`src/rtl/sram_pkg.sv`:
```
// Shared constants for the parametrised SRAM part.
// Read-during-write modes and clear sequencer states.
package sram_pkg;

    localparam int RDW_OLD           = 0;
    localparam int RDW_WRITE_THROUGH = 1;

    typedef enum logic {
        IDLE  = 1'b0,
        SWEEP = 1'b1
    } seq_state_e;

endpackage

```
`src/rtl/sram_clear_seq.sv`:
```
// Clear sequencer: sweeps zeros over the array.
// Owns the sweep counter, FSM and busy flag.
import sram_pkg::*;

module sram_clear_seq #(
    parameter int AWIDTH         = 5,
    parameter int DEPTH          = 32,
    parameter int CLEAR_ON_RESET = 1
) (
    input  logic              clk,
    input  logic              reset,
    input  logic              clear_req,
    output logic              busy,
    output logic              clr_we,
    output logic [AWIDTH-1:0] clr_addr
);

    localparam logic [AWIDTH-1:0] LAST = AWIDTH'(DEPTH - 1);

    seq_state_e        state_q;
    seq_state_e        state_d;
    logic [AWIDTH-1:0] cnt_q;
    logic [AWIDTH-1:0] cnt_d;

    // State and counter registers; reset may restart or abort a sweep
    always_ff @(posedge clk) begin
        if (reset) begin
            state_q <= (CLEAR_ON_RESET != 0) ? SWEEP : IDLE;
            cnt_q   <= '0;
        end else begin
            state_q <= state_d;
            cnt_q   <= cnt_d;
        end
    end

    // Next state: requests while sweeping are ignored
    always_comb begin
        state_d = state_q;
        cnt_d   = cnt_q;
        unique case (state_q)
            IDLE: begin
                if (clear_req) begin
                    state_d = SWEEP;
                    cnt_d   = '0;
                end
            end
            SWEEP: begin
                if (cnt_q == LAST) begin
                    state_d = IDLE;
                    cnt_d   = '0;
                end else begin
                    cnt_d = cnt_q + 1'b1;
                end
            end
            default: begin
                state_d = IDLE;
                cnt_d   = '0;
            end
        endcase
    end

    assign busy     = (state_q == SWEEP);
    assign clr_we   = busy;
    assign clr_addr = cnt_q;

endmodule

```
`src/rtl/part_sram_wxd.sv`:
```
// Parametrised synchronous RAM with per-bit write enables,
// address latch, registered read and built-in clear sweep.
import sram_pkg::*;

module part_sram_wxd #(
    parameter int WIDTH          = 2,
    parameter int AWIDTH         = 5,
    parameter int DEPTH          = 32,
    parameter int RDW_MODE       = 0,
    parameter int CLEAR_ON_RESET = 1
) (
    input  logic              clk,
    input  logic              reset,
    input  logic              ce,
    input  logic              latch,
    input  logic [AWIDTH-1:0] a,
    input  logic [WIDTH-1:0]  din,
    input  logic [WIDTH-1:0]  we,
    input  logic              clear_req,
    output logic [WIDTH-1:0]  dout,
    output logic              dout_valid,
    output logic              busy
);

    localparam logic [AWIDTH:0] DEPTH_W = (AWIDTH + 1)'(DEPTH);

    logic [WIDTH-1:0]  mem [DEPTH];
    logic [AWIDTH-1:0] a_q;
    logic [AWIDTH-1:0] ea;
    logic              in_range;
    logic              acc;
    logic [WIDTH-1:0]  old_word;
    logic [WIDTH-1:0]  rd_word;
    logic              clr_we;
    logic [AWIDTH-1:0] clr_addr;
    logic [AWIDTH-1:0] wr_addr;
    logic [WIDTH-1:0]  wr_mask;
    logic [WIDTH-1:0]  wr_data;

    sram_clear_seq #(
        .AWIDTH         (AWIDTH),
        .DEPTH          (DEPTH),
        .CLEAR_ON_RESET (CLEAR_ON_RESET)
    ) u_clear (
        .clk       (clk),
        .reset     (reset),
        .clear_req (clear_req),
        .busy      (busy),
        .clr_we    (clr_we),
        .clr_addr  (clr_addr)
    );

    assign ea       = latch ? a : a_q;
    assign in_range = ({1'b0, ea} < DEPTH_W);
    assign acc      = ce && !busy && !reset;

    // Read data path, including the read-during-write merge
    always_comb begin
        old_word = '0;
        if (in_range) begin
            old_word = mem[ea];
        end
        rd_word = old_word;
        if (RDW_MODE == RDW_WRITE_THROUGH) begin
            rd_word = (we & din) | (~we & old_word);
        end
        if (!in_range) begin
            rd_word = '0;
        end
    end

    // Write port mux: the clear sweep owns the array while busy
    always_comb begin
        wr_addr = ea;
        wr_data = din;
        wr_mask = '0;
        if (clr_we) begin
            wr_addr = clr_addr;
            wr_data = '0;
            wr_mask = '1;
        end else if (acc && in_range) begin
            wr_mask = we;
        end
    end

    // Array storage, per-bit masked; no writes land on a reset cycle
    always_ff @(posedge clk) begin
        if (!reset) begin
            for (int i = 0; i < WIDTH; i++) begin
                if (wr_mask[i]) begin
                    mem[wr_addr][i] <= wr_data[i];
                end
            end
        end
    end

    // Address latch, transparent whenever latch is high
    always_ff @(posedge clk) begin
        if (reset) begin
            a_q <= '0;
        end else if (latch) begin
            a_q <= a;
        end
    end

    // Registered read port; dout holds when no access occurs
    always_ff @(posedge clk) begin
        if (reset) begin
            dout       <= '0;
            dout_valid <= 1'b0;
        end else begin
            dout_valid <= acc;
            if (acc) begin
                dout <= rd_word;
            end
        end
    end

endmodule

```
`config.mk`:
```
export PLATFORM = sky130hd
export DESIGN_NAME = part_sram_wxd
export DESIGN_NICKNAME = d
export VERILOG_FILES = /design/src/rtl/sram_pkg.sv /design/src/rtl/sram_clear_seq.sv /design/src/rtl/part_sram_wxd.sv
export SDC_FILE = /design/constraint.sdc
export NUM_CORES = 1
export LEC_CHECK = 0
export CAP_MARGIN = 20
export CELL_PAD_IN_SITES_DETAIL_PLACEMENT = 1
export CELL_PAD_IN_SITES_GLOBAL_PLACEMENT = 2
export CORE_MARGIN = 2
export CORE_UTILIZATION = 36
export DETAILED_ROUTE_END_ITERATION = 16
export HOLD_SLACK_MARGIN = 0.15
export PLACE_DENSITY = 0.79
export SETUP_SLACK_MARGIN = 0.3
export SYNTH_ARGS = -nofsm -noshare
export SYNTH_HDL_FRONTEND = slang
export SYNTH_HIERARCHICAL = 1
export SYNTH_SLANG_ARGS = --single-unit
```
`constraint.sdc`:
```
create_clock -name clk -period 2.2 [get_ports clk]
set_input_delay 0.44 -clock clk [delete_from_list [all_inputs] [get_ports clk]]
set_output_delay 0.44 -clock clk [all_outputs]
set_load 0.05 [all_outputs]
```
; ---- Word level (Yosys, flattened, before mapping)
; Memories as Yosys holds them, arrays and structs flattened. A register that Yosys moved wholly into a read port is not among the register bits.
; Index checks and enable logic that the tools add are counted.
[totals]
reg_bits = 12
latchBits = 0
ramBits = 64
rom_bits = 0
inputBits = 14
output_inout_bits = 4
elab_cells = 30
n_memories = 1
[classes]
n_addsub = 1
mul = 0
n_div = 0
magnitude_cmp = 0
n_eq_ne = 2
n_shift = 0
n_mux = 17
n_bitwise = 1
n_reduce_logical = 4
[mem_list]
columns = name, words, word_bits, rd, rd_clocked_by_memory_dff, write_ports, line_no
row1 = mem, 32, 2, 1, 1, 1, part_sram_wxd.sv:27  ; logic [WIDTH-1:0] mem [DEPTH];
[op_table]
columns = operator, count
row1 = $mux 5, 4
row2 = $pmux 5 s2, 1
row3 = $mux 1, 8
row4 = $mux 2, 3
row5 = $add 5x1->5 const B, 1
row6 = $eq 5x5->1 const B, 1
row7 = $logic_and 1x1->1, 2
row8 = $logic_not 1->1, 2
row9 = $ne 2x2->1 const B, 1
row10 = $pmux 1 s2, 1
row11 = $not 1->1, 1

; ---- Depth between registers and ports, before layout
[logic_depth]
word_depth = 8
depth_mapped = 9
mapped_depth_nobuf = 6

; ---- Cells and area by module
; Netlist, hierarchy kept.
[modules_own_cells]
columns = mod, instances, cells_each, area_per_inst_um2, seq_area_each_um2
row1 = part_sram_wxd, 1, 375, 3863.7, 2082.0
row2 = sram_clear_seq, 1, 32, 295.3, 120.1

; ---- Least setup slack after synthesis
; No wires, ideal clock.
[synth_timing]
path_type = register -> register
start = register u_clear.state_q, in the netlist u_clear/busy
end = memory mem[14][0], enable pin
setup_ps = 300
t_arrival_ps = 2139
t_required_ps = 1900
slack_ps = -239
path_stages_with_launch = 8
path_buffers = 3
synth_period_minus_slack_ps = 2439
cell_sequence = dfxtp_1 -> buf_4 -> clkbuf_1 -> buf_2 -> a21oi_1 -> nor2_1 -> nand2_1 -> nor2_1
[synth_via]
elab_chain_len = 8
word_cells_on_any_way = 9
classes_between = mux: 6 / reduce/logical: 3
[synth_lines]
columns = element, line_no
row1 = "start, declared", sram_clear_seq.sv:20  ; seq_state_e state_q;
row2 = "start signal, assigned", sram_clear_seq.sv:28  ; state_q <= (CLEAR_ON_RESET != 0) ? SWEEP : IDLE;
row3 = "start signal, assigned", sram_clear_seq.sv:31  ; state_q <= state_d;
row4 = $logic_not 1->1, part_sram_wxd.sv:55  ; assign acc = ce && !busy && !reset;
row5 = $logic_and 1x1->1 (2 in a row), part_sram_wxd.sv:55
row6 = $mux 2, part_sram_wxd.sv:81  ; end else if (acc && in_range) begin
row7 = $mux 2, part_sram_wxd.sv:77  ; if (clr_we) begin
row8 = $mux 1, part_sram_wxd.sv:90  ; if (wr_mask[i]) begin
row9 = $mux 1, part_sram_wxd.sv:88  ; if (!reset) begin
row10 = $mux 1 (not written as such), part_sram_wxd.sv:91  ; mem[wr_addr][i] <= wr_data[i];
row11 = "end, declared", part_sram_wxd.sv:27
; Parallel ways exist; a longest one is shown, timed or not.

; ---- Final worst setup path
[layout_timing]
start = input a[4]
end = register dout[1], read port of mem
[layout_via]
elab_chain_len = 1
[layout_lines]
columns = element, line_no
row1 = "start, declared", part_sram_wxd.sv:16  ; input logic [AWIDTH-1:0] a,
row2 = $mux 5, --
row3 = "end, declared", part_sram_wxd.sv:20  ; output logic [WIDTH-1:0] dout,
; Every way passes these cells.
; A chain may end at the register's enable or synchronous reset.

==> results by group <==
Routing
  – 1st-iter DRT viols: 174
  – DRT Wirelength: 14,200 um
  – Antenna violation net count after detailed routing: 0
  – Mean number of vias per cell: between 5 and 6
  – 1st-pass router iterations: 4
  – Via count: 3,533
  – DRC viols: 0
  – Wire per inst: 22.5 um

Global routing
  – Antenna violations before repair: 0
  – GRT Residual Overflow: 0
  – Gr usage total: 0.220
  – Number of global-route vias before repair: ~3,700
  – First-pass GRT wire length: 20,700 um
  – Largest net degree at the start of global routing: 33

Setup path
  – Worst reg2reg setup slack: 270 ps
  – Data required time at the worst endpoint: 2440 ps
  – CP Max Fanout: 4
  – Reg-to-reg critical path endpoint: mem[25][1]$_DFFE_PP_
  – Crit Path Class: in2reg
  – FF-to-FF path depth: 8
  – Crit-path slowest cell: clkdlybuf4s50_1
  – WP data arrival: 2200 ps
  – Crit-path cells: clkdlybuf4s50_1 -> mux2_2 -> nor2b_1 -> buf_4 -> nand3_4 -> nor3_2 -> nor4_2 -> buf_4 -> o211ai_1
  – Max incr delay on CP: 410 ps
  – FF-to-FF Start: u_clear/busy$_SDFF_PP1_
  – Crit end category: flop
  – Most used cell, CP: buf_4
  – Startpoint types: input port

Worst hold path
  – Hold Path Stages: 2
  – Hold Path Origin: dout[0]$_SDFFE_PP0N_
  – Hold crit path type: reg2reg
  – WHS Endpoint: dout[0]$_SDFFE_PP0N_

STA
  – Max-slew violations: 0
  – Final WS setup: roughly 240 ps
  – Endpoints failing hold: 0
  – Worst hold slack: 498 ps
  – Final setup violation count: 0
  – Crit path time final: roughly 2000 ps
  – Slew headroom: 0.653
  – Tcrit/Tclk final: 0.890
  – Top achievable clock speed: 511 MHz
  – Clk_skew: 9.45 ps
  – RSZ-0062 raised after global routing: yes
  – Worst slew pin tran: 519 ps
  – Setup TNS: 0 ps

Synthesis
  – Register area share after synthesis: 0.529
  – Yosys warns: 6
  – Syn nets: 424
  – Synth area leaders: edfxtp_1, nand2b_1, nor2_1
  – Post-synthesis cell area: between 4000 and 5000 um2
  – Synth area leader: edfxtp_1
  – Register bit total from synthesis: 78
  – Post-synthesis cell type count: 38
  – Mean Syn Cell Area: 10.2 um2
  – Share of Yosys cell area claimed by the top area cell type: 0.462
  – Syn Inst Count: 407

Run
  – Maxcap violations: 0

Power and ir drop
  – Peak supply drop: 401 uV
  – P_leak: 0.00205 uW
  – Pwr dens: 599 nW/um2

Floorplan
  – Chip height: 111 um
  – Initial cell density of the core: 0.366
  – Die width: ~110 um
  – Row count: 39
  – Core Footprint: 11,400 um2
  – Number of I/O pins: 18
  – Die area: 12,400 um2

Place
  – Detail Placement HPWL: a little under 9000 um
  – RePlAce Congestion: 0.785
  – I/O Buffers: 17
  – Dpl ws: -476 ps
  – Cell Area, Placed: 4920 um2

Finish
  – Layout Utilization: 0.512
  – Ant. Diodes: 0
  – Fin area: about 5800 um2
  – Commonest non-fill, non-tap cell in the layout: nand2b_1
  – Layout cells sized above 1: 0.404
  – Most frequent cells in the layout: nand2b_1, edfxtp_1, buf_4, nor2_1, nor2_2
  – Fill cell count: 1,230
  – Total Nets Final: 503
  – Layout area overhead: 40.0%

CTS
  – CTS tree: done
  – Clock sink count: 78
  – Root Buffer: clkbuf_16
  – Reg clk slew, reported paths: 50 ps
  – Cts bufs inserted: 9
  – Clock latency at the later pin of the worst-skew pair: 340 ps
  – Longest Clk Path Bufs: 2
  – H-tree levels: 3

Outcome
  – Outcome: finished, final reports clean
-- cells by family (layout without fill, tap and decap cells) --
kind of cell,count (synthesis),in the layout,share of synthesized area
multiplexers,15,15,0.0394
flip-flops,78,78,0.529
buffers and inverters,19,101,0.0298
adder cells (fa/ha/maj),3,3,0.00903
AND/OR/NAND/NOR,216,217,0.272
AO/OA/AOI/OAI,76,76,0.121
-- state kept, by name (all words and copies together) (netlist names) --
name / count
u_clear/clr_addr: 5
dout_valid: 1
u_clear/busy: 1
mem: 64
a_q: 5
dout: 2
-- through the flow --
step | total power (uW) | std cells
5_1_grt | 3610 | 633
3_3_place_gp | 2060 | 604
4_1_cts | 3420 | 625
2_1_floorplan | 1890 | 407
6_report | 3490 | 633
3_5_place_dp | 2070 | 604
-- power breakdown --
part           internal [uW]  leakage (uW)  switching [uW]
Combinational            247       0.00122             317
Clock                    744      0.000120             571
Sequential              1590      0.000710            15.3
-- critical path, delay by kind of cell --
family	cells	cell delay, ps
multiplexers	1	310
buffers and inverters	3	770
AND/OR/NAND/NOR	4	590
AO/OA/AOI/OAI	1	90
-- cell type report --
type	instances	area (um2)	share of cell area
Multi-Input combinational cell	311	2390	0.411
Sequential cell	78	2210	0.379
Timing Repair Buffer	86	795	0.136
Clock buffer	11	233	0.0400
Tap cell	143	179	0.0307
Clock inverter	4	15.0	0.00258
-- synth_stat cells, drive strengths merged --
| master | count |
|---|---|
| or2 | 1 |
| nand2b | 65 |
| buf | 12 |
| and2 | 1 |
| dfxtp | 14 |
| nand3b | 1 |
| edfxtp | 64 |
| and2b | 1 |
| nor2 | 84 |
| o31a | 1 |
| and3 | 1 |
| nand2 | 24 |
| a22oi | 32 |
| a21oi | 22 |
| o211ai | 2 |
| or3b | 1 |
| clkbuf | 7 |
| ha | 3 |
| o21ai | 1 |
| mux2 | 8 |
| nor4 | 4 |
| nor3 | 16 |
| nor3b | 4 |
| mux2i | 7 |
| nand3 | 6 |
| nor2b | 7 |
| o31ai | 1 |
| o22ai | 16 |
| a31oi | 1 |
-- how the worst max path moves through the flow --
stage	startpoint	end	slack, ps	cells after the start
5_1_grt	u_clear/busy$_SDFF_PP1_	dout[1]$_SDFFE_PP0N_	190	9
2_1_floorplan	u_clear/busy$_SDFF_PP1_	mem[0][0]$_DFFE_PP_	160	4
3_3_place_gp	latch	dout[1]$_SDFFE_PP0N_	-440	9
6_report	a[4]	dout[1]$_SDFFE_PP0N_	240	9
3_5_place_dp	latch	dout[1]$_SDFFE_PP0N_	-480	9
4_1_cts	latch	dout[1]$_SDFFE_PP0N_	230	10
-- routing by layer --
metal  global-route usage  wire, um  vias up
met5                    0         0        -
met4               0.0790       513        0
met3               0.0392       474       38
met2                0.386      7300       75
met1                0.273      5960     1791
li1                     -         -     1629
-- what timing repair did --
item                                    in CTS  in global routing
pin swaps                                   13                 31
hold endpoints to repair                     0                  0
setup buffers                                3                  8
gates cloned                                 3                  0
hold buffers                                 0                  0
gates resized for setup                     52                 99
endpoints found under the setup margin      69                 67
(Power assumes the default switching activity.)
